**config.mk**
```make
export PLATFORM = sky130hd
export DESIGN_NAME = inst_rom_loader
export DESIGN_NICKNAME = d
export VERILOG_FILES = /design/src/rtl/inst_rom_loader_pkg.sv /design/src/rtl/rom_word_asm.sv /design/src/rtl/inst_rom_loader.sv
export SDC_FILE = /design/constraint.sdc
export NUM_CORES = 1
export LEC_CHECK = 0
export CAP_MARGIN = 20
export CELL_PAD_IN_SITES_DETAIL_PLACEMENT = 1
export CELL_PAD_IN_SITES_GLOBAL_PLACEMENT = 2
export CORE_ASPECT_RATIO = 1.25
export CORE_MARGIN = 2
export CORE_UTILIZATION = 32
export CTS_BUF_LIST = sky130_fd_sc_hd__clkbuf_8
export CTS_CLUSTER_SIZE = 25
export DETAILED_ROUTE_END_ITERATION = 10
export PLACE_DENSITY_LB_ADDON = 0.1
export SLEW_MARGIN = 25
export SYNTH_ARGS = -nofsm -noshare
export SYNTH_HDL_FRONTEND = slang
export SYNTH_SLANG_ARGS = --single-unit
```
**constraint.sdc**
```tcl
create_clock -name clk -period 2 [get_ports clk]
set_clock_uncertainty 0.1 [all_clocks]
set_input_delay 0.4 -clock clk [delete_from_list [all_inputs] [get_ports clk]]
set_output_delay 0.4 -clock clk [all_outputs]
set_load 0.03 [all_outputs]
```
**src/rtl/inst_rom_loader_pkg.sv**
```systemverilog
// Shared definitions for the instruction-ROM boot loader: FSM encodings,
// header count width and the instruction-ROM address width used across the SOPC.
package inst_rom_loader_pkg;

    localparam int COUNT_W         = 16;
    localparam int INST_ROM_ADDR_W = 10;

    typedef enum logic [2:0] {
        ST_HDR_HI = 3'd0,
        ST_HDR_LO = 3'd1,
        ST_DATA   = 3'd2,
        ST_CKSUM  = 3'd3,
        ST_FLUSH  = 3'd4,
        ST_DONE   = 3'd5,
        ST_ERR    = 3'd6
    } loader_state_t;

endpackage

```
**src/rtl/rom_word_asm.sv**
```systemverilog
// Big-endian byte-to-word assembler: collects four bytes and pulses
// word_valid together with the completed 32-bit word on the fourth byte.
module rom_word_asm (
    input  logic        clk,
    input  logic        rst,
    input  logic        byte_valid,
    input  logic [7:0]  byte_data,
    output logic        word_valid,
    output logic [31:0] word_data
);

    logic [7:0] lane_reg [3];
    logic [1:0] cnt_reg;

    // Lane 0 holds the oldest (most significant) byte of the word in progress.
    for (genvar gi = 0; gi < 3; gi++) begin : g_lane
        always_ff @(posedge clk) begin
            if (rst) begin
                lane_reg[gi] <= 8'h00;
            end else if (byte_valid) begin
                lane_reg[gi] <= (gi == 2) ? byte_data : lane_reg[(gi == 2) ? 2 : gi + 1];
            end
        end
    end

    always_ff @(posedge clk) begin
        if (rst) begin
            cnt_reg <= 2'd0;
        end else if (byte_valid) begin
            cnt_reg <= cnt_reg + 2'd1;
        end
    end

    assign word_valid = byte_valid && (cnt_reg == 2'd3);
    assign word_data  = {lane_reg[0], lane_reg[1], lane_reg[2], byte_data};

endmodule

```
**src/rtl/inst_rom_loader.sv**
```systemverilog
// Boot loader: writes a host byte stream into the instruction ROM and holds the
// CPU in reset until the image is complete. INST_ROM_LOADER_CHECKSUM_EN adds an XOR checksum byte.
module inst_rom_loader
    import inst_rom_loader_pkg::*;
#(
    parameter int ADDR_W = INST_ROM_ADDR_W
) (
    input  logic              clk,
    input  logic              rst,
    input  logic              in_valid,
    input  logic [7:0]        in_data,
    output logic              in_ready,
    output logic              rom_we,
    output logic [ADDR_W-1:0] rom_addr,
    output logic [31:0]       rom_wdata,
    output logic              cpu_rst,
    output logic              done,
    output logic              err
);

    localparam int CW1 = COUNT_W + 1;
    localparam logic [CW1-1:0] DEPTH_C = CW1'(1) << ADDR_W;

    loader_state_t      state_reg;
    logic               in_ready_reg;
    logic               rom_we_reg;
    logic [ADDR_W-1:0]  rom_addr_reg;
    logic [31:0]        rom_wdata_reg;
    logic               cpu_rst_reg;
    logic               done_reg;
    logic               err_reg;
    logic [ADDR_W:0]    word_idx_reg;
    logic [COUNT_W-1:0] count_reg;
`ifdef INST_ROM_LOADER_CHECKSUM_EN
    logic [7:0]         cksum_reg;
`endif

    logic               accept;
    logic               asm_byte_valid;
    logic               word_valid;
    logic [31:0]        word_data;
    logic [CW1-1:0]     hdr_count;
    logic               last_word;

    assign accept         = in_valid && in_ready_reg;
    assign asm_byte_valid = accept && (state_reg == ST_DATA);
    assign hdr_count      = {1'b0, count_reg[15:8], in_data};
    assign last_word      = (CW1'(word_idx_reg) + CW1'(1)) == {1'b0, count_reg};

    rom_word_asm u_asm (
        .clk        (clk),
        .rst        (rst),
        .byte_valid (asm_byte_valid),
        .byte_data  (in_data),
        .word_valid (word_valid),
        .word_data  (word_data)
    );

    always_ff @(posedge clk) begin
        if (rst) begin
            state_reg     <= ST_HDR_HI;
            in_ready_reg  <= 1'b0;
            rom_we_reg    <= 1'b0;
            rom_addr_reg  <= '0;
            rom_wdata_reg <= 32'h0;
            cpu_rst_reg   <= 1'b1;
            done_reg      <= 1'b0;
            err_reg       <= 1'b0;
            word_idx_reg  <= '0;
            count_reg     <= '0;
`ifdef INST_ROM_LOADER_CHECKSUM_EN
            cksum_reg     <= 8'h00;
`endif
        end else begin
            rom_we_reg <= 1'b0;
            case (state_reg)
                ST_HDR_HI: begin
                    in_ready_reg <= 1'b1;
                    if (accept) begin
                        count_reg[15:8] <= in_data;
                        state_reg       <= ST_HDR_LO;
                    end
                end
                ST_HDR_LO: begin
                    if (accept) begin
                        count_reg[7:0] <= in_data;
                        if (hdr_count > DEPTH_C) begin
                            state_reg    <= ST_ERR;
                            in_ready_reg <= 1'b0;
                            err_reg      <= 1'b1;
                        end else if (hdr_count == '0) begin
`ifdef INST_ROM_LOADER_CHECKSUM_EN
                            state_reg    <= ST_CKSUM;
`else
                            state_reg    <= ST_FLUSH;
                            in_ready_reg <= 1'b0;
`endif
                        end else begin
                            state_reg <= ST_DATA;
                        end
                    end
                end
                ST_DATA: begin
`ifdef INST_ROM_LOADER_CHECKSUM_EN
                    if (accept) begin
                        cksum_reg <= cksum_reg ^ in_data;
                    end
`endif
                    if (word_valid) begin
                        rom_we_reg    <= 1'b1;
                        rom_addr_reg  <= word_idx_reg[ADDR_W-1:0];
                        rom_wdata_reg <= word_data;
                        word_idx_reg  <= word_idx_reg + 1'b1;
                        if (last_word) begin
`ifdef INST_ROM_LOADER_CHECKSUM_EN
                            state_reg    <= ST_CKSUM;
`else
                            state_reg    <= ST_FLUSH;
                            in_ready_reg <= 1'b0;
`endif
                        end
                    end
                end
`ifdef INST_ROM_LOADER_CHECKSUM_EN
                ST_CKSUM: begin
                    if (accept) begin
                        in_ready_reg <= 1'b0;
                        if (in_data == cksum_reg) begin
                            state_reg <= ST_FLUSH;
                        end else begin
                            state_reg <= ST_ERR;
                            err_reg   <= 1'b1;
                        end
                    end
                end
`endif
                ST_FLUSH: begin
                    // Gives the final rom_we a cycle to land before the CPU is released.
                    state_reg   <= ST_DONE;
                    done_reg    <= 1'b1;
                    cpu_rst_reg <= 1'b0;
                end
                ST_DONE: begin
                    in_ready_reg <= 1'b0;
                end
                ST_ERR: begin
                    in_ready_reg <= 1'b0;
                end
                default: begin
                    state_reg    <= ST_ERR;
                    in_ready_reg <= 1'b0;
                    err_reg      <= 1'b1;
                end
            endcase
        end
    end

    assign in_ready  = in_ready_reg;
    assign rom_we    = rom_we_reg;
    assign rom_addr  = rom_addr_reg;
    assign rom_wdata = rom_wdata_reg;
    assign cpu_rst   = cpu_rst_reg;
    assign done      = done_reg;
    assign err       = err_reg;

endmodule

```
==> results.yml, run 1 <==
worst_setup_path:
  path_max_fanout: 3
  critical_path.startpoint: "count_reg[12]"
  critical_path_arrival_ns: 2.38
  crit_required_ns: 2.18
  kind_of_end_point_of_the_critical_path: "flop"
  timing.rr.start: "count_reg[12]"
  timing.rr.end: "in_ready"
  r2r.worst_path.cells: 5
  setup.reg_to_reg.worst_slack_ns: -0.20
  worstSetupStartpointType: "flop"
  worst-setup-path-type: "flop to flop"
yosys:
  synth_xor_area_share_pct: 5.84
  synth_compound_gate_area_share_pct: 8.52
  post_synth_num_cell_types: 42
  post_synth_mux_area_share_pct: 4.05
  postSynth.asyncResetShare_pct: 0
  synth_simple_gate_area_share_pct: 23.2
  seq_area_frac_synth_pct: 54.8
  synth-adder-area-share_pct: 0.596
  synth_seq_cells: 103
  synth_area_per_cell_um2: 9.36
  yosys-top-cells-area: "sky130_fd_sc_hd__dfxtp_1 38%, sky130_fd_sc_hd__edfxtp_1 17%, sky130_fd_sc_hd__nand2_1 8.8%, sky130_fd_sc_hd__a21oi_1 6.0%, sky130_fd_sc_hd__and2_1 4.2%"
  ys_warn_count: 0
  netlist_area_um2: 4200
  netlist.area_leader.share_pct: 37.6
  mappedNetlistNets: 462
  synth_top_family_by_area: "simple AND/OR/NAND/NOR gates"
  synth_cells: 449
  postSynth.topFlopCell: "sky130_fd_sc_hd__dfxtp_1"
  post-synth-top-area-cell: "sky130_fd_sc_hd__dfxtp_1"
  synth-edff-count: 24
cts:
  cts.repair_timing.setup_buffer_count: 0
  tritoncts_clock_tree: "yes"
  htreeDepth: 3
  root_buffer: "sky130_fd_sc_hd__clkbuf_8"
  clock_slew_seen_by_the_registers_of_the_worst_setup_and_hold_paths_ns: 0.10
  clock_latency_of_the_later_clocked_register_in_the_worst_skew_pair_ns: 0.38
  postCtsHoldBufs: 0
  clkSinkCount: 103
  clk_path_buf_depth: 2
  cts_made_buffers: 9
hold_path:
  hold_path_class: "input port to flop"
  worst_hold_path.num_cells: 2
  holdPathEnd: "count_reg[11]"
  timing.hold.worst.start: "rst"
detailed_routing:
  number_of_remaining_drc_errors: 0
  drtPass1Iterations: 4
  drt-total-wl_mm: 10.7
  detail_route.vias_per_cell: 4.71
  first_iter_violations: 104
  post_drt_wl_per_cell_um: 15.1
  routed-via-count: 3334
  antenna_left: 0
placed_design:
  finalWeightedCongestion: 0.772
  place.port_buffers: 57
  detailed_place_hpwl_mm: 7.95
die:
  die_area_um2: 14100
  dieWidth_um: 106
  initial_core_util_pct: 32.9
  placeableCoreArea_um2: 12800
  placementRows: 46
  die_height_um: 132
  num_io_pins: 58
power_and_ir_drop:
  cellPowerDensity_nw_per_um2: 736
  peakVddDrop_v: 0.000295
  lkg_pwr_nw: 1.95
cells_and_area:
  syn_to_final_growth_pct: 30.5
  final_core_utilization_pct: 42.9
  num-nets-final: 548
  fillers: 1505
  largest_register_ff_count: 32
  num_antenna_cells: 0
  final_layout_size_suffix_gt1_share_pct: 13.9
global_routing:
  grt_first_pass_wirelength_mm: 17.5
  number_of_global_route_vias_before_repair: 3400
  globalRouteTotalUtil_pct: 16.0
  grt.overflow.total: 0
  number_of_antenna_violations_at_the_first_check_in_global_routing: 0
  largest_net_degree_at_the_start_of_global_routing: 40
timing:
  hold-worst-slack_ns: 0.289
  rsz0062_at_grt: "true"
  maximum_frequency_from_static_timing_analysis_mhz: 455
  slew_headroom_pct: 72.9
  timing.final.ws_setup_ns: -0.198
  fin_tns_setup_ns: -0.513
  fin_crit_ns: 2.20
  worst-slew-pin-transition_ns: 0.404
  finalHoldViolCount: 0
  final-setup-viol-count: 3
  final_min_period_over_clock_period_pct: 110
  report.final.slew_viol_count: 0
run_status:
  violated_checks: "setup timing"
  run_status: "complete, but fails checks"
run:
  timing.max_cap.violations: 0
cell type report:
cell class | instances | area [um2] | area share (%)
clock inverters | 7 | 91.3 | 1.67
well taps | 168 | 210 | 3.83
clock buffers | 9 | 124 | 2.26
multi-input cells | 315 | 1770 | 32.3
repair buffers | 103 | 972 | 17.7
flip-flops and latches | 103 | 2300 | 42.0
inverters | 3 | 11.3 | 0.205
where the power goes:
part / internal [mW] / total [mW] / switching (mW)
Combinational: 0.180 / 0.405 / 0.225
Sequential: 2.19 / 2.23 / 0.0379
Clock: 0.607 / 1.40 / 0.798
Total: 2.97 / 4.03 / 1.06
worst max-delay path: stages, from the launching register on:
cell	delay (ns)
sky130_fd_sc_hd__dfxtp_1	0.33
sky130_fd_sc_hd__or4_4	0.55
sky130_fd_sc_hd__or4_4	0.54
sky130_fd_sc_hd__nor4_4	0.16
sky130_fd_sc_hd__nand4_2	0.18
sky130_fd_sc_hd__a21o_2	0.25
cell usage in the layout (no fill, tap or decap), types with 2 or more instances in the layout:
cell / n
sky130_fd_sc_hd__mux2i_1: 17
sky130_fd_sc_hd__a31oi_1: 2
sky130_fd_sc_hd__nand2b_1: 3
sky130_fd_sc_hd__and2_1: 28
sky130_fd_sc_hd__edfxtp_1: 24
sky130_fd_sc_hd__clkdlybuf4s50_1: 55
sky130_fd_sc_hd__or3_1: 2
sky130_fd_sc_hd__xnor2_1: 19
sky130_fd_sc_hd__xor2_1: 9
sky130_fd_sc_hd__clkinv_4: 2
sky130_fd_sc_hd__and3_1: 3
sky130_fd_sc_hd__or4_4: 2
sky130_fd_sc_hd__a21o_1: 2
sky130_fd_sc_hd__nor4_1: 6
sky130_fd_sc_hd__buf_4: 41
sky130_fd_sc_hd__nor2_1: 41
sky130_fd_sc_hd__nand2_1: 98
sky130_fd_sc_hd__dfxtp_1: 78
sky130_fd_sc_hd__inv_1: 3
sky130_fd_sc_hd__ha_1: 2
sky130_fd_sc_hd__clkbuf_8: 9
sky130_fd_sc_hd__buf_12: 5
sky130_fd_sc_hd__o211ai_1: 2
sky130_fd_sc_hd__a21oi_1: 50
sky130_fd_sc_hd__o21ai_0: 3
sky130_fd_sc_hd__nand4_1: 3
sky130_fd_sc_hd__nand3_1: 5
sky130_fd_sc_hd__nor3_1: 3
cells by family after synthesis:
logic type / after synthesis
adder cells (fa/ha/maj): 2
AO/OA/AOI/OAI: 64
AND/OR/NAND/NOR: 204
multiplexers: 17
XOR/XNOR: 28
buffers and inverters: 31
flip-flops: 103
per-layer routing:
| metal | vias up | global-route usage, % | part of all wire [%] |
|---|---|---|---|
| met3 | 11 | 3.06 | 2.5 |
| met2 | 53 | 27.6 | 50 |
| met5 | - | 0 | 0 |
| met1 | 1602 | 19.8 | 45 |
| met4 | 0 | 5.70 | 1.7 |
| li1 | 1668 | - | - |
stage by stage:
step | std cells | area [um2] | worst slack (ns) | power, mW
6_report | 708 | 5480 | -0.198 | 4.03
5_1_grt | 708 | 5480 | -0.299 | 4.22
4_1_cts | 708 | 5480 | -0.212 | 4.09
3_5_place_dp | 692 | 5270 | -0.527 | 2.69
3_3_place_gp | 692 | 5270 | -0.498 | 2.68
2_1_floorplan | 449 | 4200 | -0.0537 | 2.52
worst max-delay path by stage:
stage | depth (start not counted) | slack (ns) | endpoint
6_report | 5 | -0.20 | in_ready
3_5_place_dp | 7 | -0.53 | state_reg[2]
3_3_place_gp | 7 | -0.50 | state_reg[1]
4_1_cts | 5 | -0.21 | state_reg[2]
2_1_floorplan | 5 | -0.05 | state_reg[2]
5_1_grt | 5 | -0.30 | state_reg[2]
synthesized netlist by cell type, types with 2 or more instances:
| cell type | number |
|---|---|
| sky130_fd_sc_hd__nand2_1 | 98 |
| sky130_fd_sc_hd__dfxtp_1 | 79 |
| sky130_fd_sc_hd__a21oi_1 | 50 |
| sky130_fd_sc_hd__nor2_1 | 41 |
| sky130_fd_sc_hd__and2_1 | 28 |
| sky130_fd_sc_hd__edfxtp_1 | 24 |
| sky130_fd_sc_hd__clkbuf_1 | 23 |
| sky130_fd_sc_hd__xnor2_1 | 19 |
| sky130_fd_sc_hd__mux2i_1 | 17 |
| sky130_fd_sc_hd__xor2_1 | 9 |
| sky130_fd_sc_hd__nor4_1 | 6 |
| sky130_fd_sc_hd__nand3_1 | 5 |
| sky130_fd_sc_hd__and3_1 | 3 |
| sky130_fd_sc_hd__buf_2 | 3 |
| sky130_fd_sc_hd__inv_1 | 3 |
| sky130_fd_sc_hd__nand2b_1 | 3 |
| sky130_fd_sc_hd__nand4_1 | 3 |
| sky130_fd_sc_hd__nor3_1 | 3 |
| sky130_fd_sc_hd__o21ai_0 | 3 |
| sky130_fd_sc_hd__a21o_1 | 2 |
| sky130_fd_sc_hd__a31oi_1 | 2 |
| sky130_fd_sc_hd__ha_1 | 2 |
| sky130_fd_sc_hd__o211ai_1 | 2 |
| sky130_fd_sc_hd__or3_1 | 2 |
| sky130_fd_sc_hd__or4_4 | 2 |
timing repair:
item,CTS,global route
hold endpoints to repair,0,0
pin swaps,1,0
gates resized for setup,1,0
endpoints found under the setup margin,4,3
(Power assumes the default switching activity.)
==> inputs of run 2 (changes only) <==
GPL_TIMING_DRIVEN = 1   (was not set)
==> results of run 2 <==
Final layout, timing and power as in run 1 (identical DEF).
